$ cat src/rtl/icache_fill_fsm_if.sv
// Fetch-side miss request, memory read/return channel and cache array write port
// for the instruction cache block-fill controller.
interface icache_fill_fsm_if #(
  parameter int SEL_W = 3
);
  logic             miss_detected;
  logic [15:0]      miss_address;
  logic             memory_data_valid;
  logic [15:0]      memory_data;
  logic             fsm_busy;
  logic             mem_read_en;
  logic [15:0]      memory_address;
  logic             write_data_array;
  logic [SEL_W-1:0] data_word_sel;
  logic [15:0]      cache_write_data;
  logic             write_tag_array;
  logic [15:0]      fill_address;

  modport master (
    input  miss_detected, miss_address, memory_data_valid, memory_data,
    output fsm_busy, mem_read_en, memory_address, write_data_array,
           data_word_sel, cache_write_data, write_tag_array, fill_address
  );

  modport slave (
    output miss_detected, miss_address, memory_data_valid, memory_data,
    input  fsm_busy, mem_read_en, memory_address, write_data_array,
           data_word_sel, cache_write_data, write_tag_array, fill_address
  );
endinterface

$ cat src/rtl/icache_fill_fsm.sv
// Instruction cache miss-service FSM: issues the block's word reads back to back,
// writes returned words into the data array in order, then writes the tag.
//
//   state | meaning
//   IDLE  | no fill; waiting for miss_detected
//   FILL  | issuing reads and accepting returned words for the block at base
module icache_fill_fsm #(
  parameter int WORDS_PER_BLOCK = 8,
  parameter int OFFSET_W        = 4,
  parameter int MAX_LATENCY     = 4
) (
  input  logic           clk,
  input  logic           rst_n,
  icache_fill_fsm_if.master bus
);
  localparam int SEL_W = $clog2(WORDS_PER_BLOCK);
  localparam int CNT_W = SEL_W + 1;
  localparam logic [CNT_W-1:0] ISSUE_END = CNT_W'(WORDS_PER_BLOCK);
  localparam logic [SEL_W-1:0] RECV_LAST = SEL_W'(WORDS_PER_BLOCK - 1);

  if ((WORDS_PER_BLOCK < 2) || ((WORDS_PER_BLOCK & (WORDS_PER_BLOCK - 1)) != 0) ||
      (OFFSET_W != SEL_W + 1) || (MAX_LATENCY < 1)) begin : g_param_check
    $error("icache_fill_fsm: inconsistent block geometry parameters");
  end

  typedef enum logic {IDLE, FILL} state_t;

  state_t           state, state_nxt;
  logic [CNT_W-1:0] issue_cnt;
  logic [SEL_W-1:0] recv_cnt;
  logic [15:0]      base;
  logic             issue_active;

  assign issue_active         = (state == FILL) && (issue_cnt < ISSUE_END);
  assign bus.cache_write_data = bus.memory_data;

  always_ff @(posedge clk) begin
    if (!rst_n) begin
      state     <= IDLE;
      issue_cnt <= '0;
      recv_cnt  <= '0;
      base      <= '0;
    end else begin
      state <= state_nxt;
      if (state == IDLE) begin
        if (bus.miss_detected) begin
          base      <= {bus.miss_address[15:OFFSET_W], {OFFSET_W{1'b0}}};
          issue_cnt <= '0;
          recv_cnt  <= '0;
        end
      end else begin
        if (issue_active) issue_cnt <= issue_cnt + CNT_W'(1);
        if (bus.memory_data_valid) recv_cnt <= recv_cnt + SEL_W'(1);
      end
    end
  end

  always_comb begin
    state_nxt            = state;
    bus.fsm_busy         = 1'b0;
    bus.mem_read_en      = 1'b0;
    bus.memory_address   = '0;
    bus.write_data_array = 1'b0;
    bus.data_word_sel    = '0;
    bus.write_tag_array  = 1'b0;
    bus.fill_address     = '0;
    case (state)
      IDLE: begin
        if (bus.miss_detected) state_nxt = FILL;
      end
      FILL: begin
        bus.fsm_busy     = 1'b1;
        bus.fill_address = base;
        if (issue_active) begin
          bus.mem_read_en    = 1'b1;
          // base is block aligned, so the word offset never carries into the index/tag
          bus.memory_address = base + 16'({issue_cnt[SEL_W-1:0], 1'b0});
        end
        if (bus.memory_data_valid) begin
          bus.write_data_array = 1'b1;
          bus.data_word_sel    = recv_cnt;
          if (recv_cnt == RECV_LAST) begin
            bus.write_tag_array = 1'b1;
            state_nxt           = IDLE;
          end
        end
      end
      default: state_nxt = IDLE;
    endcase
  end
endmodule

$ cat src/flat_wrapper.sv
// flat-port wrapper written by rule: the top's interface ports become plain ports
module icache_fill_fsm_flat 
#(
  parameter int WORDS_PER_BLOCK = 8,
  parameter int OFFSET_W        = 4,
  parameter int MAX_LATENCY     = 4
)
  (clk, rst_n, bus_miss_detected, bus_miss_address, bus_memory_data_valid, bus_memory_data, bus_fsm_busy, bus_mem_read_en, bus_memory_address, bus_write_data_array, bus_data_word_sel, bus_cache_write_data, bus_write_tag_array, bus_fill_address);
  icache_fill_fsm_if #(.SEL_W(3)) bus_i ();
  input  logic clk;
  input  logic rst_n;
  input wire logic [$bits(bus_i.miss_detected)-1:0] bus_miss_detected;
  input wire logic [$bits(bus_i.miss_address)-1:0] bus_miss_address;
  input wire logic [$bits(bus_i.memory_data_valid)-1:0] bus_memory_data_valid;
  input wire logic [$bits(bus_i.memory_data)-1:0] bus_memory_data;
  output wire logic [$bits(bus_i.fsm_busy)-1:0] bus_fsm_busy;
  output wire logic [$bits(bus_i.mem_read_en)-1:0] bus_mem_read_en;
  output wire logic [$bits(bus_i.memory_address)-1:0] bus_memory_address;
  output wire logic [$bits(bus_i.write_data_array)-1:0] bus_write_data_array;
  output wire logic [$bits(bus_i.data_word_sel)-1:0] bus_data_word_sel;
  output wire logic [$bits(bus_i.cache_write_data)-1:0] bus_cache_write_data;
  output wire logic [$bits(bus_i.write_tag_array)-1:0] bus_write_tag_array;
  output wire logic [$bits(bus_i.fill_address)-1:0] bus_fill_address;
  assign bus_i.miss_detected = bus_miss_detected;
  assign bus_i.miss_address = bus_miss_address;
  assign bus_i.memory_data_valid = bus_memory_data_valid;
  assign bus_i.memory_data = bus_memory_data;
  assign bus_fsm_busy = bus_i.fsm_busy;
  assign bus_mem_read_en = bus_i.mem_read_en;
  assign bus_memory_address = bus_i.memory_address;
  assign bus_write_data_array = bus_i.write_data_array;
  assign bus_data_word_sel = bus_i.data_word_sel;
  assign bus_cache_write_data = bus_i.cache_write_data;
  assign bus_write_tag_array = bus_i.write_tag_array;
  assign bus_fill_address = bus_i.fill_address;
  icache_fill_fsm #(.WORDS_PER_BLOCK(WORDS_PER_BLOCK), .OFFSET_W(OFFSET_W), .MAX_LATENCY(MAX_LATENCY)) u_core (.clk(clk), .rst_n(rst_n), .bus(bus_i));
endmodule
$ cat config.mk
export PLATFORM = sky130hd
export DESIGN_NAME = icache_fill_fsm_flat
export DESIGN_NICKNAME = d
export VERILOG_FILES = /design/src/rtl/icache_fill_fsm_if.sv /design/src/rtl/icache_fill_fsm.sv /design/src/flat_wrapper.sv
export SDC_FILE = /design/constraint.sdc
export NUM_CORES = 1
export LEC_CHECK = 0
export ABC_CLOCK_PERIOD_IN_PS = 1500
export CORE_MARGIN = 2
export CORE_UTILIZATION = 33
export DETAILED_ROUTE_END_ITERATION = 6
export GPL_ROUTABILITY_DRIVEN = 0
export MAX_ROUTING_LAYER = met4
export PLACE_DENSITY = 0.78
export SYNTH_ARGS = -nofsm -noshare
export SYNTH_HDL_FRONTEND = slang
export SYNTH_SLANG_ARGS = --single-unit
$ cat constraint.sdc
create_clock -name clk -period 1.5 [get_ports clk]
set_input_delay 0.15 -clock clk [delete_from_list [all_inputs] [get_ports clk]]
set_output_delay 0.15 -clock clk [all_outputs]
set_load 0.02 [all_outputs]
== Word level (Yosys, flattened, before mapping) ==
Cells that the tools add are included.

* Register bits after elaboration: 20
* Input port bits: 36
* Output and inout port bits: 55

* $add $sub $neg: 3
* Order comparisons: 1
* Eq/ne operators: 3
* Muxes and demuxes: 23
* Bitwise logic cells: 1
* Reduce and logical (&&, ||, !) cells: 5

{| class="wikitable"
|+ Operators by type and width
! cell !! count
|-
| 16-bit two-way mux || 3
|-
| 16-bit by 4-bit adder with 16-bit output || 1
|-
| 3-bit two-way mux || 5
|-
| 4-bit two-way mux || 3
|-
| 1-bit two-way mux || 11
|-
| 2-bit AND reduction || 3
|-
| 4-bit by 1-bit adder with 4-bit output (second input constant) || 1
|-
| 4-bit < comparator (second input constant) || 1
|-
| 2-bit inequality test (second input constant) || 2
|-
| 3-bit by 1-bit adder with 3-bit output (second input constant) || 1
|-
| 3-bit == test (second input constant) || 1
|-
| 1-bit case mux with 2 select lines || 1
|-
| 2-bit nonzero test || 1
|-
| 1-bit logical AND || 1
|-
| 1-bit NOT || 1
|}

== Longest topological paths before layout ==
Gate-level depths: netlist of the first run.

* Depth in word-level cells: 4
* Depth in mapped cells: 5
* Depth with buffers taken out: 4

== Worst setup path before layout of the first run ==
OpenSTA, ideal clock, no wires.

* Path type: reg-to-output
* Start point: register u_core.state
* End point: output port bus_fill_address[10]
* Arrival: 1.156 ns
* Path slack: 0.194 ns
* Cell stages (with the launch flop): 4
* Buffers on the path: 2
* Path through: dfxtp_1 -> buf_2 -> clkbuf_1 -> and2_1

* Longest elaborated chain between the ends: 1

{| class="wikitable"
|+ Ends and longest elaborated chain
! item !! line !! RTL
|-
| from (decl) || icache_fill_fsm.sv:28 || <nowiki>state_t state, state_nxt;</nowiki>
|-
| from (signal assigned) || icache_fill_fsm.sv:44 || <nowiki>state <= state_nxt;</nowiki>
|-
| 16-bit two-way mux || icache_fill_fsm.sv:67 || <nowiki>case (state)</nowiki>
|-
| to (decl) || flat_wrapper.sv:23 || <nowiki>output wire logic [$bits(bus_i.fill_address)-1:0] bus_fill_address;</nowiki>
|}

No other way between the ends.

== Final worst setup path of the first run ==
* Start point: register u_core.state
* End point: output port bus_fill_address[15]

The elaborated chain is that of the path after synthesis.

==> results of run 1 <==
layer usage:
layer | GRT usage [%] | vias to the layer above
met3 | 2.64 | 2
met1 | 13.7 | 441
met2 | 24.2 | 27
li1 | - | 530
met4 | 4.89 | 0
met5 | - | -
worst max-delay path: stages, from the launching register on:
cell and delay, ns:
sky130_fd_sc_hd__dfxtp_2 0.35, sky130_fd_sc_hd__buf_6 0.18, sky130_fd_sc_hd__and2_1 0.14, sky130_fd_sc_hd__dlygate4sd2_1 0.33
synthesized netlist by cell type:
| master | number | area (µm²) |
|---|---|---|
| sky130_fd_sc_hd__nor2b_2 | 1 | 8.76 |
| sky130_fd_sc_hd__nor2b_1 | 1 | 6.26 |
| sky130_fd_sc_hd__nand3_1 | 1 | 5.00 |
| sky130_fd_sc_hd__nand2b_1 | 1 | 6.26 |
| sky130_fd_sc_hd__buf_4 | 21 | 158 |
| sky130_fd_sc_hd__buf_2 | 5 | 25.0 |
| sky130_fd_sc_hd__buf_6 | 2 | 22.5 |
| sky130_fd_sc_hd__inv_1 | 1 | 3.75 |
| sky130_fd_sc_hd__nand3b_1 | 2 | 15.0 |
| sky130_fd_sc_hd__o31ai_1 | 2 | 15.0 |
| sky130_fd_sc_hd__o21a_1 | 1 | 7.51 |
| sky130_fd_sc_hd__clkbuf_1 | 2 | 7.51 |
| sky130_fd_sc_hd__o21ai_1 | 2 | 10.0 |
| sky130_fd_sc_hd__nor2_1 | 2 | 7.51 |
| sky130_fd_sc_hd__and3_1 | 6 | 37.5 |
| sky130_fd_sc_hd__o21ai_0 | 1 | 5.00 |
| sky130_fd_sc_hd__conb_1 | 1 | 3.75 |
| sky130_fd_sc_hd__dfxtp_1 | 20 | 400 |
| sky130_fd_sc_hd__nand2_1 | 30 | 113 |
| sky130_fd_sc_hd__ha_1 | 3 | 37.5 |
| sky130_fd_sc_hd__nand4_1 | 3 | 18.8 |
| sky130_fd_sc_hd__and2_1 | 27 | 169 |
| sky130_fd_sc_hd__a21boi_1 | 13 | 97.6 |
| sky130_fd_sc_hd__xnor2_1 | 1 | 8.76 |
through the flow:
stage | std cells | setup WS, ns | hold slack (ns) | total power, W | setup TNS [ns]
after floorplan | 153 | 0.194 | 0.285 | 0.000791 | 0
after global routing | 233 | 0.000731 | 0.300 | 0.00111 | 0
final | 233 | 0.0636 | 0.300 | 0.00106 | 0
after global placement | 230 | -0.0974 | 0.300 | 0.000840 | -1.23
after detailed placement | 230 | -0.123 | 0.300 | 0.000845 | -1.27
after CTS | 233 | 0.00324 | 0.300 | 0.00108 | 0
repair_timing:
item | CTS | global route
hold buffers | 0 | 0
pin swaps | 0 | 0
gates resized for setup | 72 | 37
endpoints found under the setup margin | 34 | 28
final cells by class:
| class | count | area share, % |
|---|---|---|
| inverters | 1 | 0.240 |
| repair buffers | 61 | 30.5 |
| flip-flops and latches | 20 | 25.8 |
| clock buffers | 3 | 1.44 |
| multi-input cells | 102 | 38.4 |
| well taps | 46 | 3.68 |
flip-flops by register name, indices dropped and copies added (netlist names):
name and count:
u_core.recv_cnt 3, u_core.issue_cnt 4, u_core.state 1, u_core.base 12
cells in the final DEF (no fill, tap or decap):
cell                              synthesis  final
sky130_fd_sc_hd__a21boi_1                13     13
sky130_fd_sc_hd__and2_1                  27     27
sky130_fd_sc_hd__and3_1                   6      5
sky130_fd_sc_hd__and3_4                   0      1
sky130_fd_sc_hd__buf_2                    5     15
sky130_fd_sc_hd__buf_4                   21     10
sky130_fd_sc_hd__buf_6                    2      3
sky130_fd_sc_hd__clkbuf_2                 0      6
sky130_fd_sc_hd__clkbuf_4                 0      3
sky130_fd_sc_hd__clkdlybuf4s15_1          0      6
sky130_fd_sc_hd__clkdlybuf4s50_1          0     15
sky130_fd_sc_hd__conb_1                   1      5
sky130_fd_sc_hd__dfxtp_1                 20     18
sky130_fd_sc_hd__dfxtp_2                  0      2
sky130_fd_sc_hd__dlygate4sd2_1            0      6
sky130_fd_sc_hd__ha_1                     3      3
sky130_fd_sc_hd__inv_1                    1      1
sky130_fd_sc_hd__nand2_1                 30     30
sky130_fd_sc_hd__nand2b_1                 1      1
sky130_fd_sc_hd__nand3_1                  1      1
sky130_fd_sc_hd__nand3b_1                 2      2
sky130_fd_sc_hd__nand4_1                  3      3
sky130_fd_sc_hd__nor2_1                   2      2
sky130_fd_sc_hd__nor2b_2                  1      1
sky130_fd_sc_hd__nor2b_4                  0      1
sky130_fd_sc_hd__o21a_1                   1      1
sky130_fd_sc_hd__o21ai_0                  1      1
sky130_fd_sc_hd__o21ai_1                  2      2
sky130_fd_sc_hd__o31ai_1                  2      2
sky130_fd_sc_hd__xnor2_1                  1      1
worst min-delay path by stage:
stage,from,end,slack [ns]
global placement,bus_memory_data[0],bus_cache_write_data[0],0.30
floorplan,bus_miss_address[10],u_core.base[10],0.28
CTS,bus_memory_data[0],bus_cache_write_data[0],0.30
detailed placement,bus_memory_data[0],bus_cache_write_data[0],0.30
finish,bus_memory_data[13],bus_cache_write_data[13],0.30
global route,bus_memory_data[5],bus_cache_write_data[5],0.30
power groups by stage:
stage	Clock (W)	Sequential (W)	Combinational [W]
2_1_floorplan	0	0.000584	0.000207
3_3_place_gp	0	0.000583	0.000257
3_5_place_dp	0	0.000585	0.000260
4_1_cts	0.000256	0.000573	0.000251
5_1_grt	0.000269	0.000578	0.000267
6_report	0.000241	0.000573	0.000241
kinds of logic (layout without fill, tap and decap cells):
group           count (synthesis)  in the layout
compound gates                 19             19
flops                          20             20
buf+inv                        31             65
xor+xnor                        1              1
other cells                     1              5
fa+ha+maj                       3              3
simple gates                   74             74
==> impl_summary.log, run 1 <==
[metrics] worst setup path endpoint: bus_fill_address[15]
[metrics] startpoint type of the worst setup path: flip-flop
[metrics] Setup-failing EPs final: 0
[metrics] post-detailed-route count of antenna-violating nets: 0
[metrics] required time worst endpoint: between 1 and 1.5 ns
[metrics] post-CTS clock slew at the launch and capture registers of the worst setup and hold paths: ~0.10 ns
[metrics] number of failing hold endpoints at the final stage: 0
[metrics] maximum count of clock buffers along a single path: 2
[metrics] final HPWL from detailed placement: ~1800 µm
[metrics] # H-tree levels: 1
[metrics] largest net degree at the start of global routing: 25
[metrics] routed length on met2: between 1000 and 1500 µm
[metrics] CTS tree: done
[metrics] type of the worst min-delay path: primary input to output pin
[metrics] CTS sink count: 20
[metrics] routed length per placed instance: 10.9 µm
[metrics] starting utilization of the core area: 35.1%
[metrics] global-route wire length before repair: 4200 µm
[metrics] worst-skew pair later-pin latency: roughly 0.28 ns
[metrics] core footprint: roughly 0.0034 mm²
[metrics] basic-gate share of the synthesized area counting and, or, nand and nor cells: roughly 33%
[metrics] routed wire length: 2530 µm
[metrics] filler cell count in the final layout: between 300 and 400
[metrics] vias in the first global route: around 1,000
[metrics] cell area after synthesis: around 0.0012 mm²
[metrics] worst reg2reg path depth: 5
[metrics] skew final: between 0.0005 and 0.0006 ns
[metrics] antenna cells: 0
[metrics] root buf cell: sky130_fd_sc_hd__clkbuf_4
[metrics] initial antenna violation count: 0
[metrics] Residual DRC: 0
[metrics] number of pins exceeding their max-slew limit in the final report: 0
[metrics] switching power: roughly 0.00029 W
[metrics] capture point of the worst reg-to-reg path: u_core.recv_cnt[0]
[metrics] Die Area: a little over 0.004 mm²
[metrics] relative contribution of the clock network to total power: a little under a quarter
[metrics] Max rail drop VDD: about 0.3 mV
[metrics] crit path capture type: output pin
[metrics] Logic pwr share: between 20 and 25%
[metrics] Port Buffer Count: 49
[metrics] met1 layer wirelength in the final routing: between 1000 and 1500 µm
[metrics] Yosys warning total: 0
[metrics] maxcap violations: 0
[metrics] global-route usage over all layers: about an eighth
[metrics] Iter 0 DRT Violations: 20
[metrics] status: finished clean
[metrics] Synth Area in Adders: ~3.2%
[metrics] kind of critical path: flip-flop to output pin
[metrics] per-instance average area after synthesis: between 7 and 8 µm²
[metrics] minimum period implied by the final worst setup slack: approximately 1.4 ns
[metrics] total leakage power: 0.761 nW
[metrics] share of synthesized area occupied by flip-flops and latches: roughly a third
[metrics] setup repair after global routing missed its margin: false
[metrics] post-route cell area: 0.00156 mm²
[metrics] number of placement rows: 21
[metrics] dominant combinational cell family by area after synthesis: simple AND/OR/NAND/NOR gates
[metrics] Max Used Layer: met4
[metrics] Die X-Extent: ~64 µm
[metrics] number of distinct library cell variants in the gate-level netlist after synthesis: 24
[metrics] Vias/cell: 4.29
[metrics] Initial DRT Pass Iterations: 4
[metrics] register share of total power: 54.3%
[metrics] arrival time of data at the critical path endpoint: about 1.3 ns
[metrics] launching point of the worst reg2reg path: u_core.state
[metrics] routed wl met3: 167 µm
[metrics] R2R Setup Slk: 0.30 ns
[metrics] post-synthesis cell count: 149
[metrics] I/O pin count: between 90 and 100
[metrics] switching portion of total power: 27.6%
[metrics] share of the clock period used by the worst path: between 90% and 100%
[metrics] die span in y: about 64 µm
[metrics] layout net count: between 200 and 250
[metrics] placement-stage cell area: between 0.0015 and 0.002 mm²
[metrics] number of buffers created by CTS: 3
[metrics] area added between synthesis and finish: 31.5%
[metrics] number of setup buffers added after CTS: 0
[metrics] highest clock frequency the design can meet: ~700 MHz
[metrics] synthesized flop and latch total: 20
[metrics] Synth Area in XOR/XNOR: less than 1%
[metrics] fraction of synthesized area in multiplexers: 0%
[metrics] fraction of the core area covered by cells at the end of the flow: a little under half
[metrics] cell-internal power: between 0.0007 and 0.0008 W
[metrics] area occupied by registers: 403 µm²
[metrics] share of final-layout standard cells stronger than drive strength 1: 22.5%
[metrics] Via Count: around 1,000
[metrics] footprint of the multi-input gates: approximately 600 µm²
[metrics] CP max FO: 23
[metrics] total grt overflow: 0
[metrics] CP startpoint: u_core.state
[metrics] fraction of the mapped netlist area in compound gates: 11.4%
[metrics] cell depth of the worst min-delay path: 0
[metrics] ratio of total power to cell area: between 600 and 700 mW/mm²
(Power assumes the default switching activity.)
==> run 2: changes to the inputs <==
ABC_AREA = 1   (was unset)
HOLD_SLACK_MARGIN = 0.03   (was unset)
MAX_ROUTING_LAYER = unset   (was met4)
PLACE_DENSITY = 0.79   (was 0.78)
==> run 2 against run 1 <==
  * Design area increased by 1.0%
  * Synthesized area decreased by 0.84%
  * Clock power increased by 85%
  * Sequential share of layout area decreased by 0.27 points
  * Sequential power increased by 2%
  * Global-route usage decreased by 0.61 points
  * Die area decreased by 0.80%
  * Routed wire length decreased by 0.95%
  * Largest cell class unchanged
  * Largest power group unchanged
==> impl_summary.log, run 2 <==
[metrics] status: finished clean
[metrics] minimum period implied by the final worst setup slack: roughly 1.4 ns
[metrics] die span in y: roughly 64 µm
[metrics] post-synthesis cell count: 174
[metrics] # H-tree levels: 1
[metrics] number of setup buffers added after CTS: 0
[metrics] Max rail drop VDD: between 0.4 and 0.5 mV
[metrics] number of pins exceeding their max-slew limit in the final report: 0
[metrics] starting utilization of the core area: a little over a third
[metrics] number of enable-type register cells in the synthesized netlist: 0
[metrics] Logic pwr share: approximately a fifth
[metrics] global-route wire length before repair: between 4000 and 5000 µm
[metrics] share of final-layout standard cells stronger than drive strength 1: 17.4%
[metrics] Initial DRT Pass Iterations: 4
[metrics] Post-Place Setup Slack: -0.140 ns
[metrics] core footprint: 0.00339 mm²
[metrics] largest net degree at the start of global routing: 20
[metrics] total leakage power: roughly 0.88 nW
[metrics] routed length per placed instance: slightly below 10 µm
[metrics] placement-stage cell area: 0.00161 mm²
[metrics] post-detailed-route count of antenna-violating nets: 0
[metrics] I/O pin count: between 90 and 100
[metrics] CTS sink count: 20
[metrics] Biggest register: u_core.base
[metrics] hold_buf cts: 0
[metrics] most common cell in the netlist: sky130_fd_sc_hd__nor2_1
[metrics] highest clock frequency the design can meet: 696 MHz
[metrics] CP max FO: 8
[metrics] global-route usage over all layers: approximately an eighth
[metrics] final worst setup slack: ~0.064 ns
[metrics] required time worst endpoint: 1.35 ns
[metrics] Max Used Layer: met4
[metrics] cell-internal power: 0.000952 W
[metrics] routed wl met3: 205 µm
[metrics] post-CTS clock slew at the launch and capture registers of the worst setup and hold paths: between 0.1 and 0.15 ns
[metrics] startpoint type of the worst setup path: flip-flop
[metrics] register share of total power: roughly 45%
[metrics] Yosys warning total: 0
[metrics] number of failing hold endpoints at the final stage: 0
[metrics] Final Total Pwr: about 0.0013 W
[metrics] Die Area: a little over 0.004 mm²
[metrics] worst-skew pair later-pin latency: roughly 0.30 ns
[metrics] share of the clock period used by the worst path: between 90% and 100%
[metrics] Setup-failing EPs final: 0
[metrics] ratio of total power to cell area: around 830 mW/mm²
[metrics] vias in the first global route: slightly above 900
[metrics] synthesized flop and latch total: 20
[metrics] number of placement rows: 21
[metrics] met1 layer wirelength in the final routing: approximately 1200 µm
[metrics] R2R Setup Slk: between 0.4 and 0.5 ns
[metrics] skew final: around 0.0052 ns
[metrics] most common cell after layout, fill and taps aside: sky130_fd_sc_hd__nor2_1
[metrics] routed wire length: approximately 2500 µm
[metrics] post-route cell area: about 0.0016 mm²
[metrics] final HPWL from detailed placement: about 1900 µm
[metrics] area added between synthesis and finish: 34.0%
[metrics] initial antenna violation count: 0
[metrics] relative contribution of the clock network to total power: 34.2%
[metrics] maximum count of clock buffers along a single path: 2
[metrics] kind of critical path: flip-flop to output pin
[metrics] share of synthesized area occupied by flip-flops and latches: about a third
[metrics] crit path capture type: output pin
[metrics] Via Count: around 1,100
[metrics] antenna cells: 0
[metrics] number of buffers created by CTS: 3
[metrics] switching portion of total power: between 20% and 30%
[metrics] Area contributors post-synth: sky130_fd_sc_hd__dfxtp_1, sky130_fd_sc_hd__nor2_1, sky130_fd_sc_hd__buf_4
[metrics] type of the worst min-delay path: primary input to output pin
[metrics] flip-flop count of the largest register, all copies and words added: 12
[metrics] area share of the leading cell type in the synthesized netlist: ~34%
[metrics] most frequent cells in the layout: sky130_fd_sc_hd__nor2_1, sky130_fd_sc_hd__inv_1, sky130_fd_sc_hd__nand2_1
[metrics] CTS tree: done
[metrics] switching power: between 0.0003 and 0.0004 W
[metrics] layout net count: around 250
[metrics] fraction of registers with async set or reset after synthesis: 0%
[metrics] CP startpoint: u_core.state
[metrics] root buf cell: sky130_fd_sc_hd__clkbuf_4
[metrics] Iter 0 DRT Violations: 42
[metrics] arrival time of data at the critical path endpoint: roughly 1.3 ns
[metrics] Vias/cell: 4.24
[metrics] setup repair after global routing missed its margin: true
[metrics] post-synth top area cell: sky130_fd_sc_hd__dfxtp_1
[metrics] number of distinct library cell variants in the gate-level netlist after synthesis: 19
[metrics] Port Buffer Count: 49
[metrics] Die X-Extent: ~64 µm
[metrics] launch instance of the worst min-delay path: bus_memory_data[13]
[metrics] launching point of the worst reg2reg path: u_core.state
[metrics] Commonest cells post-synth: sky130_fd_sc_hd__nor2_1, sky130_fd_sc_hd__inv_1, sky130_fd_sc_hd__buf_4
[metrics] routed length on met2: 1100 µm
[metrics] cell area after synthesis: about 0.0012 mm²
[metrics] Residual DRC: 0
[metrics] total grt overflow: 0
[metrics] per-instance average area after synthesis: about 6.8 µm²
[metrics] registers with the most flip-flops: u_core.base x12, u_core.issue_cnt x4, u_core.recv_cnt x3
[metrics] most common flop cell mapped by yosys: sky130_fd_sc_hd__dfxtp_1
[metrics] maxcap violations: 0
[run 2: cell types whose count changed after synthesis, moves of 10 or more]
cell and delta:
sky130_fd_sc_hd__a21boi_1 -13, sky130_fd_sc_hd__and2_1 -27, sky130_fd_sc_hd__inv_1 +22, sky130_fd_sc_hd__nand2_1 -10
sky130_fd_sc_hd__nor2_1 +47, sky130_fd_sc_hd__o21ai_0 +14
[run 2: per-stage QoR]
| stage | std cells | hold slack [ns] | setup TNS, ns | util, % |
|---|---|---|---|---|
| floorplan | 178 | 0.286 | 0 | - |
| global placement | 255 | 0.300 | -0.550 | 47.6 |
| detailed placement | 255 | 0.300 | -0.577 | 47.6 |
| CTS | 259 | 0.300 | 0 | 47.8 |
| global route | 259 | 0.300 | -0.00121 | 46.6 |
| finish | 259 | 0.300 | 0 | 46.6 |
[run 2: worst max-delay path, cell delays in order, from the launching register on]
cell and delay (ns):
sky130_fd_sc_hd__dfxtp_2 0.38, sky130_fd_sc_hd__buf_4 0.13, sky130_fd_sc_hd__nand2_4 0.07, sky130_fd_sc_hd__nor2_1 0.09, sky130_fd_sc_hd__clkdlybuf4s15_1 0.31
[run 2: logic make-up (layout without fill, tap and decap cells)]
family                     count (synthesis)  in the layout  synth area share (%)
buffers and inverters                     52             87                  26.3
DFF                                       20             20                  34.0
other                                      1              5                 0.318
AOI/OAI and AO/OA                         21             21                  8.92
and+or+nand+nor                           77             77                  27.3
adders and majority gates                  3              3                  3.19
[run 2: final timing paths]
check,end,depth (start not counted)
max,bus_data_word_sel[1],4
min reg2reg,u_core.base[4],2
max reg2reg,u_core.recv_cnt[0],6
min,bus_cache_write_data[13],0
[run 2: cell type report]
| class | count | area, µm² |
|---|---|---|
| Clock inverter | 1 | 30.0 |
| Fill cell | 363 | 1810 |
| Inverter | 25 | 101 |
| Sequential cell | 20 | 403 |
| Tap cell | 46 | 57.6 |
| Multi-Input combinational cell | 106 | 485 |
| Clock buffer | 3 | 22.5 |
| Timing Repair Buffer | 58 | 479 |
[run 2: layer usage]
metal / up-vias / global-route usage, %
li1: 575 / -
met1: 471 / 15.2
met2: 49 / 21.3
met3: 4 / 3.52
met4: 0 / 4.08
met5: - / 0
[run 2: power groups by stage]
stage	clock network, W	registers, W	logic [W]
global placement	0	0.000593	0.000299
CTS	0.000463	0.000584	0.000279
detailed placement	0	0.000595	0.000302
floorplan	0	0.000593	0.000241
finish	0.000446	0.000584	0.000275
global route	0.000477	0.000588	0.000306
[run 2: timing repair]
item | CTS | global route
gates resized for setup | 45 | 36
endpoints found under the hold margin | 0 | 0
setup endpoints to repair | 34 | 22
